File: src/rtl/adder_pkg.sv
// Shared types and constants for the sliced 64-bit adder controller.
package adder_pkg;

  localparam int DATA_W  = 64;
  localparam int SLICE_W = 16;
  localparam int NSLICE  = DATA_W / SLICE_W;

  typedef enum logic [1:0] {
    IDLE = 2'd0,
    ADD  = 2'd1,
    DONE = 2'd2
  } state_t;

endpackage

File: src/rtl/seq_adder_64_ctrl_if.sv
// Operand/result handshake bundle: master is producer+consumer, slave is the adder.
interface seq_adder_64_ctrl_if
  import adder_pkg::*;
#(
  parameter int WIDTH = DATA_W
);
  logic             in_valid;
  logic             in_ready;
  logic [WIDTH-1:0] A;
  logic [WIDTH-1:0] B;
  logic             cin;
  logic             out_valid;
  logic             out_ready;
  logic [WIDTH-1:0] sum;
  logic             cout;

  modport master (
    output in_valid, A, B, cin, out_ready,
    input  in_ready, out_valid, sum, cout
  );

  modport slave (
    input  in_valid, A, B, cin, out_ready,
    output in_ready, out_valid, sum, cout
  );
endinterface

File: src/rtl/rca_slice_16.sv
// Combinational ripple-carry adder slice built from a chain of full adders.
module rca_slice_16
  import adder_pkg::*;
#(
  parameter int W = SLICE_W
) (
  input  logic [W-1:0] A,
  input  logic [W-1:0] B,
  input  logic         cin,
  output logic [W-1:0] sum,
  output logic         cout
);

  logic [W:0] c;

  assign c[0] = cin;

  for (genvar i = 0; i < W; i++) begin : g_fa
    assign sum[i]   = A[i] ^ B[i] ^ c[i];
    assign c[i+1]   = (A[i] & B[i]) | (c[i] & (A[i] ^ B[i]));
  end

  assign cout = c[W];

endmodule

File: src/rtl/seq_adder_64_ctrl.sv
// Multi-cycle adder: one SLICE-wide ripple slice reused WIDTH/SLICE times, carry chained
// through carry_r; accept -> out_valid in NSLICE cycles, result held in DONE until out_ready.
module seq_adder_64_ctrl
  import adder_pkg::*;
#(
  parameter int WIDTH = DATA_W,
  parameter int SLICE = SLICE_W
) (
  input  logic                clk,
  input  logic                rst,
  seq_adder_64_ctrl_if.slave  bus
);

  localparam int NS    = WIDTH / SLICE;
  localparam int IDX_W = (NS > 1) ? $clog2(NS) : 1;

  state_t           state;
  logic [IDX_W-1:0] idx;
  logic [WIDTH-1:0] a_r;
  logic [WIDTH-1:0] b_r;
  logic [WIDTH-1:0] sum_r;
  logic             carry_r;
  logic             cout_r;
  logic             in_ready_r;
  logic             out_valid_r;

  logic [SLICE-1:0] s_a;
  logic [SLICE-1:0] s_b;
  logic [SLICE-1:0] s_sum;
  logic             s_cout;

  assign s_a = a_r[idx*SLICE +: SLICE];
  assign s_b = b_r[idx*SLICE +: SLICE];

  rca_slice_16 #(.W(SLICE)) u_slice (
    .A    (s_a),
    .B    (s_b),
    .cin  (carry_r),
    .sum  (s_sum),
    .cout (s_cout)
  );

  // Handshake outputs are registered alongside the state so neither depends on in_valid/out_ready.
  always_ff @(posedge clk or posedge rst) begin
    if (rst) begin
      state       <= IDLE;
      idx         <= '0;
      a_r         <= '0;
      b_r         <= '0;
      sum_r       <= '0;
      carry_r     <= 1'b0;
      cout_r      <= 1'b0;
      in_ready_r  <= 1'b1;
      out_valid_r <= 1'b0;
    end else begin
      case (state)
        IDLE: begin
          if (bus.in_valid) begin
            a_r        <= bus.A;
            b_r        <= bus.B;
            carry_r    <= bus.cin;
            idx        <= '0;
            in_ready_r <= 1'b0;
            state      <= ADD;
          end
        end
        ADD: begin
          sum_r[idx*SLICE +: SLICE] <= s_sum;
          carry_r                   <= s_cout;
          idx                       <= idx + 1'b1;
          if (idx == IDX_W'(NS - 1)) begin
            cout_r      <= s_cout;
            out_valid_r <= 1'b1;
            state       <= DONE;
          end
        end
        DONE: begin
          if (bus.out_ready) begin
            out_valid_r <= 1'b0;
            in_ready_r  <= 1'b1;
            state       <= IDLE;
          end
        end
        default: begin
          out_valid_r <= 1'b0;
          in_ready_r  <= 1'b1;
          state       <= IDLE;
        end
      endcase
    end
  end

  assign bus.in_ready  = in_ready_r;
  assign bus.out_valid = out_valid_r;
  assign bus.sum       = sum_r;
  assign bus.cout      = cout_r;

endmodule

File: src/flat_wrapper.sv
// flat-port wrapper written by rule: the top's interface ports become plain ports
module seq_adder_64_ctrl_flat import adder_pkg::*;
#(
  parameter int WIDTH = DATA_W,
  parameter int SLICE = SLICE_W
)
  (clk, rst, bus_in_valid, bus_A, bus_B, bus_cin, bus_out_ready, bus_in_ready, bus_out_valid, bus_sum, bus_cout);
  seq_adder_64_ctrl_if #(.WIDTH(WIDTH)) bus_i ();
  input  logic clk;
  input  logic rst;
  input wire logic [$bits(bus_i.in_valid)-1:0] bus_in_valid;
  input wire logic [$bits(bus_i.A)-1:0] bus_A;
  input wire logic [$bits(bus_i.B)-1:0] bus_B;
  input wire logic [$bits(bus_i.cin)-1:0] bus_cin;
  input wire logic [$bits(bus_i.out_ready)-1:0] bus_out_ready;
  output wire logic [$bits(bus_i.in_ready)-1:0] bus_in_ready;
  output wire logic [$bits(bus_i.out_valid)-1:0] bus_out_valid;
  output wire logic [$bits(bus_i.sum)-1:0] bus_sum;
  output wire logic [$bits(bus_i.cout)-1:0] bus_cout;
  assign bus_i.in_valid = bus_in_valid;
  assign bus_i.A = bus_A;
  assign bus_i.B = bus_B;
  assign bus_i.cin = bus_cin;
  assign bus_i.out_ready = bus_out_ready;
  assign bus_in_ready = bus_i.in_ready;
  assign bus_out_valid = bus_i.out_valid;
  assign bus_sum = bus_i.sum;
  assign bus_cout = bus_i.cout;
  seq_adder_64_ctrl #(.WIDTH(WIDTH), .SLICE(SLICE)) u_core (.clk(clk), .rst(rst), .bus(bus_i));
endmodule
File: config.mk
export PLATFORM = sky130hd
export DESIGN_NAME = seq_adder_64_ctrl_flat
export DESIGN_NICKNAME = d
export VERILOG_FILES = /design/src/rtl/adder_pkg.sv /design/src/rtl/seq_adder_64_ctrl_if.sv /design/src/rtl/rca_slice_16.sv /design/src/rtl/seq_adder_64_ctrl.sv /design/src/flat_wrapper.sv
export SDC_FILE = /design/constraint.sdc
export NUM_CORES = 1
export LEC_CHECK = 0
export ABC_CLOCK_PERIOD_IN_PS = 8600
export CORE_ASPECT_RATIO = 1.25
export CORE_UTILIZATION = 51
export DETAILED_ROUTE_END_ITERATION = 8
export PLACE_DENSITY = 0.9
export RECOVER_POWER = 25
export SYNTH_ARGS = -nofsm -noshare
export SYNTH_HDL_FRONTEND = slang
export SYNTH_SLANG_ARGS = --single-unit
File: constraint.sdc
create_clock -name clk -period 8.6 [get_ports clk]
set_input_delay 0.86 -clock clk [delete_from_list [all_inputs] [get_ports clk]]
set_output_delay 0.86 -clock clk [all_outputs]
set_load 0.01 [all_outputs]
* Word level (Yosys, flattened, before mapping)
Cells that the tools add are included.
** Word-level totals
- Register bits after elaboration :: 200
- Bits of input ports :: 133
- Output and inout bits :: 67
- Word-level logic and storage cells :: 126
** Operators by class
- Add/subtract/negate cells :: 2
- Eq/ne operators :: 6
- Shifts and indexed selects :: 4
- Muxes and demuxes :: 15
- Bitwise operators :: 82
- Reductions and logical operators :: 8
** Operator list (count)
- $shiftx A64 B7 Y16 :: 2
- $bwmux W64 :: 1
- $shift A16 B34 Y64 const A :: 1
- $shiftx A16 B34 Y64 :: 1
- $neg A6 Y34 :: 1
- $and A1 B1 Y1 :: 32
- $xor A1 B1 Y1 :: 32
- $or A1 B1 Y1 :: 16
- $reduce_and A3 Y1 :: 3
- $mux W2 :: 4
- $pmux W1 S3 :: 2
- $pmux W2 S3 :: 1
- $reduce_and A2 Y1 :: 3
- $mux W1 :: 5
- $eq A2 B2 Y1 const B :: 2
- $ne A2 B2 Y1 const B :: 2
- $pmux W2 S2 :: 1
- $add A2 B1 Y2 const B :: 1
- $eq A2 B1 Y1 const B :: 1
- $logic_not A2 Y1 :: 1
- $ne A2 B1 Y1 const B :: 1
- $not A1 Y1 :: 2
- $pmux W1 S2 :: 1
- $reduce_bool A2 Y1 :: 1

* Longest topological paths before layout
- Depth in word-level cells :: 35
- Gate-level depth with buffers :: 27
- Depth with buffers taken out :: 25

* Cells and area by module
A second synthesis with hierarchy kept.
** Unflattened totals
- Cells, all modules :: 598
- Area, all modules :: 8745.9 um^2
** By module, submodules not included
- seq_adder_64_ctrl :: times used 1, cells an instance 572, area an instance 8388.0 um^2, sequential area each 5006.1 um^2
- rca_slice_16 :: times used 1, cells an instance 26, area an instance 357.8 um^2, sequential area each 0.0 um^2

* Least setup slack after synthesis
No wires, ideal clock.
- Path kind :: reg2reg
- Start point :: reg u_core.idx[1]
- End point :: reg u_core.sum_r[31] (netlist: u_core.bus.sum[31])
- Setup time :: 0.121 ns
- Arrival time :: 6.509 ns
- Required time :: 8.479 ns
- Slack :: 1.970 ns
- Stages on the path, launching flop included :: 27
- Path buffers :: 2
- Period minus slack after synthesis :: 6.630 ns
- Cells stage by stage :: dfrtp_1 buf_2 buf_2 mux4_2 inv_1 fa_1 fa_1 fa_1 fa_1 fa_1 fa_1 fa_1 inv_1 fa_1 fa_1 inv_1 fa_1 fa_1 inv_1 fa_1 inv_1 fa_1 inv_1 fa_1 fa_1 fa_1 a22o_1
** Between the ends
- Word-level cells in the longest chain between the ends :: 35
- Elaborated cells between the ends (all ways) :: 83
- Classes of those cells :: add/sub (1); shift (4); mux (1); bitwise (77)
** RTL lines
- start: declaration :: RTL line seq_adder_64_ctrl.sv:18 : logic [IDX_W-1:0] idx;
- start signal: assignment :: RTL line seq_adder_64_ctrl.sv:70 : idx <= idx + 1'b1;
- $shiftx A64 B7 Y16 (on tied branches) :: RTL line seq_adder_64_ctrl.sv:32, seq_adder_64_ctrl.sv:33
- $xor A1 B1 Y1 :: RTL line rca_slice_16.sv:19, rca_slice_16.sv:20
- $and A1 B1 Y1 :: RTL line rca_slice_16.sv:20 : assign c[i+1] = (A[i] & B[i]) | (c[i] & (A[i] ^ B[i]));
- $or A1 B1 Y1 :: RTL line rca_slice_16.sv:20
- $and A1 B1 Y1 :: RTL line rca_slice_16.sv:20
- $or A1 B1 Y1 :: RTL line rca_slice_16.sv:20
- $and A1 B1 Y1 :: RTL line rca_slice_16.sv:20
- $or A1 B1 Y1 :: RTL line rca_slice_16.sv:20
- (+19 left out)
- $or A1 B1 Y1 :: RTL line rca_slice_16.sv:20
- $and A1 B1 Y1 :: RTL line rca_slice_16.sv:20
- $or A1 B1 Y1 :: RTL line rca_slice_16.sv:20
- $and A1 B1 Y1 :: RTL line rca_slice_16.sv:20
- $or A1 B1 Y1 :: RTL line rca_slice_16.sv:20
- $xor A1 B1 Y1 :: RTL line rca_slice_16.sv:19 : assign sum[i] = A[i] ^ B[i] ^ c[i];
- $shiftx A16 B34 Y64 :: RTL line seq_adder_64_ctrl.sv:68 : sum_r[idx*SLICE +: SLICE] <= s_sum;
- $bwmux W64 (*) :: RTL line seq_adder_64_ctrl.sv:68
- end signal: indexed assignment :: RTL line seq_adder_64_ctrl.sv:68
- end: declaration :: RTL line seq_adder_64_ctrl.sv:21 : logic [WIDTH-1:0] sum_r;
Every way passes the cells marked *; elsewhere a longest branch is shown, timed or not.
A chain may end at the register's enable or synchronous reset.

* Worst setup path in the final report
- Start point :: reg u_core.idx[0]
- End point :: reg u_core.sum_r[47] (netlist: u_core.bus.sum[47])
Same word-level chain as after synthesis.

==> results by stage <==
Outcome:
- The flow ran to the end, but the final reports show violations.
- The final reports fail on capacitance limit, slew limit.

Detailed routing:
- The first TritonRoute pass finished after 4 iterations.
- Dividing the detail-routed wire length by the instance count gives ~21 um.
- In the routed design, unresolved DRC markers number 0.
- The post-detailed-route via-to-cell ratio is approximately 5.6.
- The via total after detailed routing is 5585.
- The routed design has 21400 um of wire.
- The post-detailed-route count of antenna-violating nets is 0.
- In this run, the number of DRC markers left after iteration 0 of detailed routing was 416.

Synth:
- The dominant cell type by area after synthesis is sky130_fd_sc_hd__dfrtp_1.
- During synthesis, Yosys emitted a total of 0 warnings.
- Synthesis instantiated 33 different standard cells from the library.
- After synthesis, the share of flip-flops with an asynchronous set or reset is 1.00.
- Summing every instance area after synthesis gives 0.00882 mm^2.
- The most common cell in the netlist is sky130_fd_sc_hd__dfrtp_1.
- The gate count after technology mapping is approximately 580.
- The number of synthesized register bits is 200.
- Yosys attributes the largest share of cell area to sky130_fd_sc_hd__dfrtp_1 (56%), sky130_fd_sc_hd__mux2_2 (16%), sky130_fd_sc_hd__mux4_2 (8.2%).
- The number of synthesized flops with an enable pin is 0.
- The leading register cell type out of synthesis is sky130_fd_sc_hd__dfrtp_1.
- In the synthesized netlist, the cells that appear most often are sky130_fd_sc_hd__dfrtp_1 (199), sky130_fd_sc_hd__mux2_2 (129), sky130_fd_sc_hd__nand2_1 (38), sky130_fd_sc_hd__mux4_2 (32), sky130_fd_sc_hd__inv_1 (31).
- The share of synthesized area in the top cell type comes to 0.564.
- The share of the Yosys chip area taken by registers is 0.567.
- The total nets after synthesis is around 730.
- A synthesized cell averages ~15 um^2.

Die:
- The core region is 0.0168 mm^2.
- The starting utilization of the core area is 0.524.
- Measured along the y axis, the die boundary spans ~150 um.
- The boundary pin count is 200.
- The standard-cell row count is 53.
- The width of the die is approximately 120 um.
- The die covers roughly 0.018 mm^2.

Hold path:
- The tightest min-delay check is of the reg -> reg type.

Timing:
- After routing, the total negative slack on setup checks comes to 0 ns.
- The number of max-slew violations in the final report is between 100 and 150.
- The worst-case headroom to the max-slew limit is -2.48.
- The final clock skew is 0.0176 ns.
- The highest clock rate is ~140 MHz.
- For the pin with the worst max-slew slack, the measured transition is a little over 5 ns.
- The clock period could shrink to about 7.3 ns.
- Setup repair after global routing left no endpoint under its margin.
- The final hold violation count came to 0.
- In the finished design, the share of the clock period the worst path needs comes to 0.846.
- Setup violations remaining at the end of the flow were counted as 0.

Placement:
- Detailed placement finished with a half-perimeter wire length of ~15000 um.
- Routability-driven placement finished with a final weighted congestion of 0.828.
- Buffers placed on the I/O ports in this run total approximately 200.

Global route:
- The overall routing resource usage is 0.257.
- The total congestion overflow after global routing is 0.
- The maximum number of pins on one net before global-route repair is approximately 120.
- The number of global-route vias before repair was 6159.
- The initial antenna violation count is 1.
- The first global-routing pass estimated about 34000 um of wire.

Setup path:
- Data arrives at the worst endpoint at approximately 7.6 ns.
- The worst-path maximum fanout is 18.
- The data required time at the worst endpoint is approximately 9 ns.
- Walking the worst path, the cells encountered are mux4_2, inv_1, fa_1, fa_1, fa_1, fa_1, fa_1, fa_1, fa_1, inv_1, fa_1, fa_1, inv_1, fa_1, fa_1, inv_1, fa_1, inv_1, fa_1, inv_1, fa_1, fa_1, fa_1, a22o_1.
- The slowest library cell on the worst path is sky130_fd_sc_hd__dfrtp_2.
- The critical setup path kind is reg -> reg.
- The cell type with the highest occurrence count on the critical path is sky130_fd_sc_hd__fa_1.
- In this design, the stage delay of the slowest critical-path cell is ~0.76 ns.
- The type of origin of the critical path is a register.
- The capturing element type of the critical path is a register.

CTS:
- TritonCTS built the clock tree.
- The clock net sink count is 200.
- The number of gates resized after CTS was 0.
- The TritonCTS buffer count is 17.
- The largest buffer count on any clock path is 2.
- The number of H-tree levels is 4.
- In this run the clock root is driven by a sky130_fd_sc_hd__clkbuf_16.
- Clock-pin slew was measured on the worst setup and hold paths at roughly 0.070 ns.
- The cts-stage hold buffer count is 0.
- At the later pin of the worst-skew pair, clock insertion delay measures 0.44 ns.
- Post-CTS timing repair inserted 0 buffers for setup.

Finish:
- Registers take 0.00501 mm^2.
- The final-layout fill cell count is ~1100.
- After the last flow step, the layout net total stands at a little over 900.
- The fraction of final layout cells with drive strength greater than 1 is 0.279.
- The total area of multi-input combinational cells is 0.00345 mm^2.
- The area growth from synthesis to layout is 31.0%.

Pwr:
- The power per standard cell area is 436 mW/mm^2.
- Across the VDD grid, the largest voltage drop is between 0.2 and 0.3 mV.
- The overall power after layout is about 5.0 mW.
- The analysis attributes to cell leakage a power of around 4.8 nW.

Run:
- Max-cap violations in this run came to 1.
## sequential cells by signal, indices dropped and copies added (netlist names)
register,cells
u_core.carry_r,1
u_core.idx,2
u_core.bus.sum,64
u_core.bus.cout,1
u_core.b_r,64
u_core.a_r,64
u_core.bus.out_valid,1
u_core.state,2
u_core.bus.in_ready,1
## worst max-delay path: cells and delay by family, from the launching register on
family	cells	cell delay, ns
compound gates	1	0.24
fa+ha+maj	16	5.35
buf+inv	6	0.43
flops	1	0.76
mux	1	0.35
## routing by layer
layer  GRT usage  part of all wire  wire length [um]  vias up
li1            -                 -                 -     2463
met1       0.311              0.39              8280     2878
met2       0.431              0.53             11300      192
met3      0.0535             0.044               933       52
met4       0.139             0.041               884        0
met5           0                 0                 0        -
## report_power, final
part | switching (mW) | internal, mW
Sequential | 0.297 | 1.37
Combinational | 1.25 | 1.22
Clock | 0.343 | 0.560
Total | 1.89 | 3.15
## worst paths after layout
kind	startpoint	end	slack, ns	cells after the start
setup / recovery	u_core.idx[0]	u_core.bus.sum[47]	1.32	24
hold / removal	u_core.bus.sum[58]	u_core.bus.sum[58]	0.48	2
setup reg to reg	u_core.idx[0]	u_core.bus.sum[47]	1.32	24
hold reg to reg	u_core.bus.sum[58]	u_core.bus.sum[58]	0.48	2
max in group asynchronous	rst	u_core.idx[1]	3.49	3
min in group asynchronous	rst	u_core.bus.sum[37]	2.45	2
## logic make-up (layout without fill, tap and decap cells)
| logic type | after synthesis | after routing | synth area share |
|---|---|---|---|
| other | 0 | 1 | 0 |
| buffers and inverters | 65 | 267 | 0.0424 |
| adder cells (fa/ha/maj) | 22 | 22 | 0.0448 |
| multiplexers | 161 | 161 | 0.246 |
| AND/OR/NAND/NOR | 55 | 55 | 0.0318 |
| AO/OA/AOI/OAI | 76 | 76 | 0.0672 |
| flip-flops | 200 | 200 | 0.567 |
## metrics by stage
step	worst slack, ns	area, um^2	util	hold WS (ns)	instances
2_1_floorplan	1.97	8820	-	0.475	579
3_3_place_gp	1.61	10900	0.647	0.462	970
3_5_place_dp	1.40	10900	0.647	0.469	970
4_1_cts	1.30	11600	0.687	0.484	1001
5_1_grt	0.997	11600	0.686	0.502	1002
6_report	1.32	11600	0.686	0.479	1002
## final cells by class
cell class / count / share of cell area
sequential: 200 / 0.433
clock inverter: 12 / 0.0190
timing repair buffer: 204 / 0.176
inverter: 32 / 0.0105
antenna: 1 / 0.000216
clock buffer: 19 / 0.0392
tap: 220 / 0.0238
multi-input combinational: 314 / 0.298
## layout by cell type, fill, tap and decap left out, types with 2 or more instances in the layout
master and instances:
sky130_fd_sc_hd__inv_6 2, sky130_fd_sc_hd__clkinv_2 3, sky130_fd_sc_hd__o22ai_1 2, sky130_fd_sc_hd__o31ai_1 11, sky130_fd_sc_hd__dfrtp_2 2, sky130_fd_sc_hd__clkdlybuf4s50_1 197, sky130_fd_sc_hd__dlygate4sd3_1 2, sky130_fd_sc_hd__fa_1 16
sky130_fd_sc_hd__o2bb2ai_1 20, sky130_fd_sc_hd__nor2_1 2, sky130_fd_sc_hd__a22o_1 18, sky130_fd_sc_hd__a21oi_1 4, sky130_fd_sc_hd__buf_4 5, sky130_fd_sc_hd__o21ai_2 10, sky130_fd_sc_hd__and3_1 2, sky130_fd_sc_hd__clkbuf_8 2
sky130_fd_sc_hd__nand2_1 38, sky130_fd_sc_hd__inv_1 30, sky130_fd_sc_hd__mux2_2 129, sky130_fd_sc_hd__clkbuf_16 17, sky130_fd_sc_hd__nand3_1 3, sky130_fd_sc_hd__dfrtp_1 197, sky130_fd_sc_hd__o21ai_0 10, sky130_fd_sc_hd__bufinv_16 6
sky130_fd_sc_hd__ha_1 6, sky130_fd_sc_hd__mux4_2 32
(Power assumes the default switching activity.)
